<file path="config.mk">
export PLATFORM = sky130hd
export DESIGN_NAME = led_pattern_controller
export DESIGN_NICKNAME = d
export VERILOG_FILES = /design/src/rtl/led_pattern_controller.sv
export SDC_FILE = /design/constraint.sdc
export NUM_CORES = 1
export LEC_CHECK = 0
export BUFFER_PORTS_ARGS = -buffer_cell sky130_fd_sc_hd__buf_2
export CORE_ASPECT_RATIO = 1.75
export CORE_MARGIN = 2
export CORE_UTILIZATION = 28
export CTS_BUF_LIST = sky130_fd_sc_hd__clkbuf_16
export CTS_CLUSTER_SIZE = 24
export DETAILED_ROUTE_END_ITERATION = 7
export PLACE_DENSITY_LB_ADDON = 0.1
export SLEW_MARGIN = 20
export SYNTH_ARGS = -nofsm -noshare
export SYNTH_HDL_FRONTEND = slang
export SYNTH_SLANG_ARGS = --single-unit
</file>
<file path="constraint.sdc">
create_clock -name clk_in -period 3.1 [get_ports clk_in]
set_input_delay 0.155 -clock clk_in [delete_from_list [all_inputs] [get_ports clk_in]]
set_output_delay 0.155 -clock clk_in [all_outputs]
set_load 0.01 [all_outputs]
</file>
<file path="src/rtl/led_pattern_controller.sv">
// LED pattern engine with integrated step-rate divider.
// Patterns: bounce, rotate-left, rotate-right, fill bar; speed shifts the period.
// Optional feature macro: BOUNCE_DWELL_EN (bounce holds each end LED one extra step).
module led_pattern_controller #(
    parameter int NUM_LEDS    = 8,
    parameter int TICK_CYCLES = 50_000_000,
    parameter int CNT_W       = 32
) (
    input  logic                clk_in,
    input  logic                reset_n,
    input  logic                enable,
    input  logic [1:0]          mode,
    input  logic [1:0]          speed,
    output logic [NUM_LEDS-1:0] leds,
    output logic                tick_out,
    output logic                step_pulse,
    output logic                dir
);

    localparam int LVL_W = $clog2(NUM_LEDS + 1);

    typedef enum logic [1:0] {
        M_BOUNCE = 2'b00,
        M_ROTL   = 2'b01,
        M_ROTR   = 2'b10,
        M_FILL   = 2'b11
    } mode_e;

    mode_e               mode_q, mode_d;
    logic [CNT_W-1:0]    cnt_q, cnt_d;
    logic [NUM_LEDS-1:0] leds_q, leds_d;
    logic                dir_q, dir_d;
    logic [LVL_W-1:0]    level_q, level_d;
    logic                pulse_q, pulse_d;

    logic [CNT_W-1:0]    period, limit, half;
    logic [NUM_LEDS-1:0] start_leds, step_leds;
    logic                start_dir, step_dir;
    logic [LVL_W-1:0]    step_level;

    assign period = CNT_W'(TICK_CYCLES) >> speed;
    assign limit  = period - CNT_W'(1);
    assign half   = period >> 1;

    // Start state of the mode currently on the input pins (used on reset and mode change)
    always_comb begin
        start_leds = NUM_LEDS'(1);
        start_dir  = 1'b1;
        case (mode_e'(mode))
            M_ROTR: begin
                start_leds = {1'b1, {(NUM_LEDS-1){1'b0}}};
                start_dir  = 1'b0;
            end
            M_FILL:  start_leds = '0;
            default: ;
        endcase
    end

    // One pattern advance from the current registered state
    always_comb begin
        step_leds  = leds_q;
        step_dir   = dir_q;
        step_level = level_q;
        case (mode_q)
            M_BOUNCE: begin
`ifdef BOUNCE_DWELL_EN
                // At an end, spend one step turning around instead of moving
                if (dir_q) begin
                    if (leds_q[NUM_LEDS-1]) step_dir = 1'b0;
                    else                    step_leds = leds_q << 1;
                end else begin
                    if (leds_q[0]) step_dir = 1'b1;
                    else           step_leds = leds_q >> 1;
                end
`else
                // Reverse on arrival at an end so the end LED shows for one step only
                if (dir_q) begin
                    step_leds = leds_q << 1;
                    if (leds_q[NUM_LEDS-2]) step_dir = 1'b0;
                end else begin
                    step_leds = leds_q >> 1;
                    if (leds_q[1]) step_dir = 1'b1;
                end
`endif
            end
            M_ROTL: step_leds = {leds_q[NUM_LEDS-2:0], leds_q[NUM_LEDS-1]};
            M_ROTR: step_leds = {leds_q[0], leds_q[NUM_LEDS-1:1]};
            M_FILL: begin
                if (level_q == LVL_W'(NUM_LEDS)) begin
                    step_level = '0;
                    step_leds  = '0;
                end else begin
                    step_level = level_q + LVL_W'(1);
                    step_leds  = {leds_q[NUM_LEDS-2:0], 1'b1};
                end
            end
            default: ;
        endcase
    end

    // Next state: mode change beats a step; enable gates counting and advancing
    always_comb begin
        mode_d  = mode_q;
        cnt_d   = cnt_q;
        leds_d  = leds_q;
        dir_d   = dir_q;
        level_d = level_q;
        pulse_d = 1'b0;
        if (mode_e'(mode) != mode_q) begin
            mode_d  = mode_e'(mode);
            cnt_d   = '0;
            leds_d  = start_leds;
            dir_d   = start_dir;
            level_d = '0;
        end else if (enable) begin
            if (cnt_q >= limit) begin
                cnt_d   = '0;
                pulse_d = 1'b1;
                leds_d  = step_leds;
                dir_d   = step_dir;
                level_d = step_level;
            end else begin
                cnt_d = cnt_q + CNT_W'(1);
            end
        end
    end

    // State registers with synchronous reset loading the selected mode's start state
    always_ff @(posedge clk_in) begin
        if (!reset_n) begin
            mode_q  <= mode_e'(mode);
            cnt_q   <= '0;
            leds_q  <= start_leds;
            dir_q   <= start_dir;
            level_q <= '0;
            pulse_q <= 1'b0;
        end else begin
            mode_q  <= mode_d;
            cnt_q   <= cnt_d;
            leds_q  <= leds_d;
            dir_q   <= dir_d;
            level_q <= level_d;
            pulse_q <= pulse_d;
        end
    end

    assign leds       = leds_q;
    assign dir        = dir_q;
    assign step_pulse = pulse_q;
    assign tick_out   = (cnt_q >= half);

endmodule

</file>
Yosys cells after proc, flatten, opt, wreduce, memory -nomap -nowiden

Cells that the tools add are included.

Output and inout port bits: 11
Register bits after elaboration: 48
Input port bits: 7

Shift operators: 1
Equal/unequal tests: 11
Reductions and logical operators: 6
$add $sub $neg: 3
Bitwise gates (word level): 2
$lt $le $gt $ge: 2
Muxes and demuxes: 22

Operators with widths:

| operator                                            | number |
|---|---|
| two-way mux 8 bit                                   | 6 |
| adder 32 x 1 -> 32 bit (second input constant)      | 1 |
| greater-or-equal comparator 32 x 31 -> 1 bit        | 1 |
| greater-or-equal comparator 32 bit                  | 1 |
| two-way mux 32 bit                                  | 1 |
| one-hot mux 8 bit (4 select lines)                  | 1 |
| right shift 26 x 2 -> 32 bit (first input constant) | 1 |
| subtractor 32 x 1 -> 32 bit (second input constant) | 1 |
| one-hot mux 8 bit (2 select lines)                  | 1 |
| two-way mux 1 bit                                   | 10 |
| != test 3 x 1 -> 1 bit (second input constant)      | 3 |
| == test 2 bit (second input constant)               | 4 |
| AND reduction 3 bit                                 | 2 |
| adder 4 x 1 -> 4 bit (second input constant)        | 1 |
| == test 4 bit (second input constant)               | 1 |
| two-way mux 2 bit                                   | 2 |
| two-way mux 4 bit                                   | 1 |
| OR reduction 3 bit                                  | 1 |
| == test 2 x 1 -> 1 bit (second input constant)      | 1 |
| zero test 2 bit                                     | 1 |
| != test 2 x 1 -> 1 bit (second input constant)      | 1 |
| != test 2 bit                                       | 1 |
| inverter 1 bit                                      | 2 |
| AND reduction 2 bit                                 | 1 |
| OR reduction 2 bit                                  | 1 |

Logic depth before layout (Yosys ltp)

Depth after elaboration: 7
Mapped depth: 15
Gate-level depth less buffers: 13

Worst setup path before layout

Ideal clock, no wire load.

Path type: in2reg
From: input speed[1]
To: register dir_q (netlist: dir), enable pin
Arrival time: 2.303 ns
Setup slack: 0.477 ns
Stages on the path: 12
Cell sequence: inv_1 -> nor2_1 -> inv_1 -> ha_1 -> ha_1 -> nand2_1 -> o21ai_0 -> a31oi_1 -> o31ai_4 -> nand3_2 -> and2_2 -> o31ai_1

Longest elaborated chain between the ends: 5

RTL lines:

| element                            | line | RTL |
|---|---|---|
| start, declared                    | 13   | `input logic [1:0] speed,` |
| right shift 26 x 2 -> 32 bit       | 41   | `assign period = CNT_W'(TICK_CYCLES) >> speed;` |
| subtractor 32 x 1 -> 32 bit        | 42   | `assign limit = period - CNT_W'(1);` |
| greater-or-equal comparator 32 bit | 116  | `if (cnt_q >= limit) begin` |
| != test 3 x 1 -> 1 bit (no line)   | n/a  |  |
| AND reduction 3 bit (no line)      | n/a  |  |
| end signal, assigned               | 134  | `dir_q <= start_dir;` |
| end signal, assigned               | 141  | `dir_q <= dir_d;` |
| end, declared                      | 32   | `logic dir_q, dir_d;` |

No other way between the ends.
A chain may end at the register's enable or synchronous reset.

Worst setup path after layout

From: register cnt_q[3]
To: output tick_out

Longest elaborated chain between the ends: 1

RTL lines:

| element                                      | line | RTL |
|---|---|---|
| start, declared                              | 30   | `logic [CNT_W-1:0] cnt_q, cnt_d;` |
| start signal, assigned                       | 139  | `cnt_q <= cnt_d;` |
| greater-or-equal comparator 32 x 31 -> 1 bit | 150  | `assign tick_out = (cnt_q >= half);` |
| end, declared                                | 15   | `output logic tick_out,` |

No other way between the ends.

==> run summary <==
Number of synthesized flops with an enable pin: 11
Nets: 483
Share of cells above drive strength 1: 0.1116
Grt ovf: 0
Worst Path Buf+Inv: 1
Routed Antenna Nets: 0
Row count: 53
Routed wire length: 8921 um
CP Cell Sequence: ha_1, o21a_1, o21a_1, o21ai_0, a31oi_1, a2111oi_0, o21a_1, o41ai_1, buf_2
Initial antenna violation count: 0
First-pass GRT wire length: 14970 um
Critical Path Fanout Max: 8
CP Class: reg2out
CP Launch Type: flop
Pleak: 1.614 nW
Yosys top cell by area: dfxtp_1
Wire per inst: 14.99 um
Power per cell area: 391.4 mW/mm2
Status: complete, no violations
Crit path capture type: primary output
Core box area: 0.01207 mm2
Largest net degree at the start of global routing: 20
Async SR Flop Fraction: 0
Synth Instances: 401
Crit path time final: 2760 ps
Global Route Usage Sum: 0.1476
CTS Buffer Depth: 2
Final Max Tran Viols: 0
Hold Slack: 80.18 ps
Starting Density: 0.2866
Io pins: 18
Area Overhead vs Synth: 15.19%
Total setup buffers inserted after CTS: 0
CP max-delay cell: dfxtp_1
Port Buffers: 17
Die W: 88.03 um
Most used DFF post-synth: dfxtp_1
Initial DRT Pass Iterations: 4
Height of the die: 151.0 um
Tcrit/Tclk final: 0.8902
Setup Skew: 5.065 ps
Cell area after synthesis: 0.003460 mm2
Placer Congestion: 0.8024
Cell mode on critical path: o21a_1
WP data required: 2940 ps
Largest stage delay, worst path: 470 ps
Yosys reg bits: 48
Worst slew pin tran: 625.9 ps
Worst-case vdd ir drop: 0.0001718 V
CTS buffer count: 5
CTS root buffer: clkbuf_16
Max-cap violations: 0
Die area: 0.01330 mm2
Register area share after synthesis: 0.3096
Via count: 2855
# resized after CTS: 0
Family with the most delay on the worst path: compound AO/OA/AOI/OAI gates
Syn avg cell area: 8.627 um2
Count leader, synth: nor2_1
Vias per cell: 4.798
Critical path arrival: 2600 ps
Initial DRC Count: 107
Final instance area: 0.003985 mm2
Worst slack at placement: 203.5 ps
CTS clk-pin slew, worst paths: 70 ps
Worst slew margin: 0.5790
Vias in the first global route: 2957
# setup viols final: 0
Commonest cells in the netlist: nor2_1 (50), ha_1 (47), dfxtp_1 (37)
Sink Count: 48
Diodes inserted: 0
Distinct cells, synth: 59
Hold-fix buffers, CTS: 0
Top post-synthesis cells by area: dfxtp_1 (21%), ha_1 (17%), edfxtp_1 (9.5%)
Setup tns final: 0 ps
RSZ-0062 raised after global routing: false
DP Area: 0.003796 mm2
Placed cell count: 587
Non-Filler Instances: 595
TritonCTS clock tree: yes
Area share of the largest cell type after synthesis: 0.2141
Setup ws final: 340.2 ps
Worst Hold Class: in2reg
Clk Latency, worst-skew pair: 300 ps
Final Hold Fails: 0
Synth warn: 0
H-tree depth: 2
Fillers: 1319
Hpwl dp: 7211 um
Max Fclk: 0.3624 GHz
DRC: 0
## state kept, by name (all words and copies together) (netlist names)
register	cells
mode_q	2
step_pulse	1
leds	8
dir	1
cnt_q	32
level_q	4
## through the flow
stage / power [mW] / utilization
final: 1.560 / 0.3302
after global routing: 1.625 / 0.3302
after CTS: 1.587 / 0.3302
after detailed placement: 0.8692 / 0.3145
after global placement: 0.8672 / 0.3145
after floorplan: 0.8051 / -
## metal layers
metal  GRT usage  wire [um]  up-vias
met5           0          0        -
met4     0.06288        272        0
met3     0.01635        147       16
met2      0.3000       5098       31
met1      0.1428       3403     1325
li1            -          -     1483
## layout make-up
class	instances	area (um2)	share of cell area
Inverter	24	90.09	0.02261
Timing Repair Buffer	30	182.7	0.04584
Tap cell	165	206.4	0.05181
Clock inverter	3	63.81	0.01601
Multi-Input combinational cell	320	2246	0.5636
Clock buffer	5	125.1	0.03140
Sequential cell	48	1071	0.2688
## worst paths after layout
kind	from	endpoint	slack, ps	cells after the start
worst max-delay path	cnt_q[3]$_SDFFE_PP0P_	tick_out	340	9
worst min-delay path	mode[0]	mode_q[0]$_DFFE_PP_	80	1
worst max register to register	cnt_q[18]$_SDFFE_PP0P_	dir$_DFFE_PP_	640	8
worst min register to register	level_q[2]$_SDFFE_PP0P_	level_q[2]$_SDFFE_PP0P_	500	2
## cells by family after synthesis
kind of cell             Yosys count  synth area share
other                              2          0.002171
buffers and inverters             38           0.04665
adder cells (fa/ha/maj)           50            0.1790
XOR/XNOR                          33           0.08572
AO/OA/AOI/OAI                     70            0.1371
multiplexers                       9           0.02604
flip-flops                        48            0.3096
AND/OR/NAND/NOR                  151            0.2137
## cell usage in the layout (no fill, tap or decap), types with 4 or more instances in the layout
cell type,netlist,final
ha_1,47,47
and3_1,6,6
mux2i_1,9,9
edfxtp_1,11,11
a31oi_1,5,5
clkbuf_16,0,5
a21oi_1,19,19
dfxtp_1,37,37
xnor2_1,11,11
buf_4,2,13
xor2_1,21,21
buf_2,3,17
nor2_1,50,50
o22ai_1,4,4
nor3_1,4,4
a211oi_1,5,5
nand3_1,26,26
nand2b_1,4,4
nand4_1,10,10
a22oi_1,5,5
conb_1,2,7
nand2_1,29,29
o21ai_0,10,10
inv_1,24,25
nor4_1,4,4
## power by group
group / total (mW) / leakage [nW] / switching (mW) / internal, mW
Clock: 0.708 / 0.0952 / 0.248 / 0.460
Combinational: 0.167 / 1.10 / 0.101 / 0.0662
Sequential: 0.685 / 0.419 / 0.0263 / 0.659
Note: power is estimated with default switching activity, not from simulation.
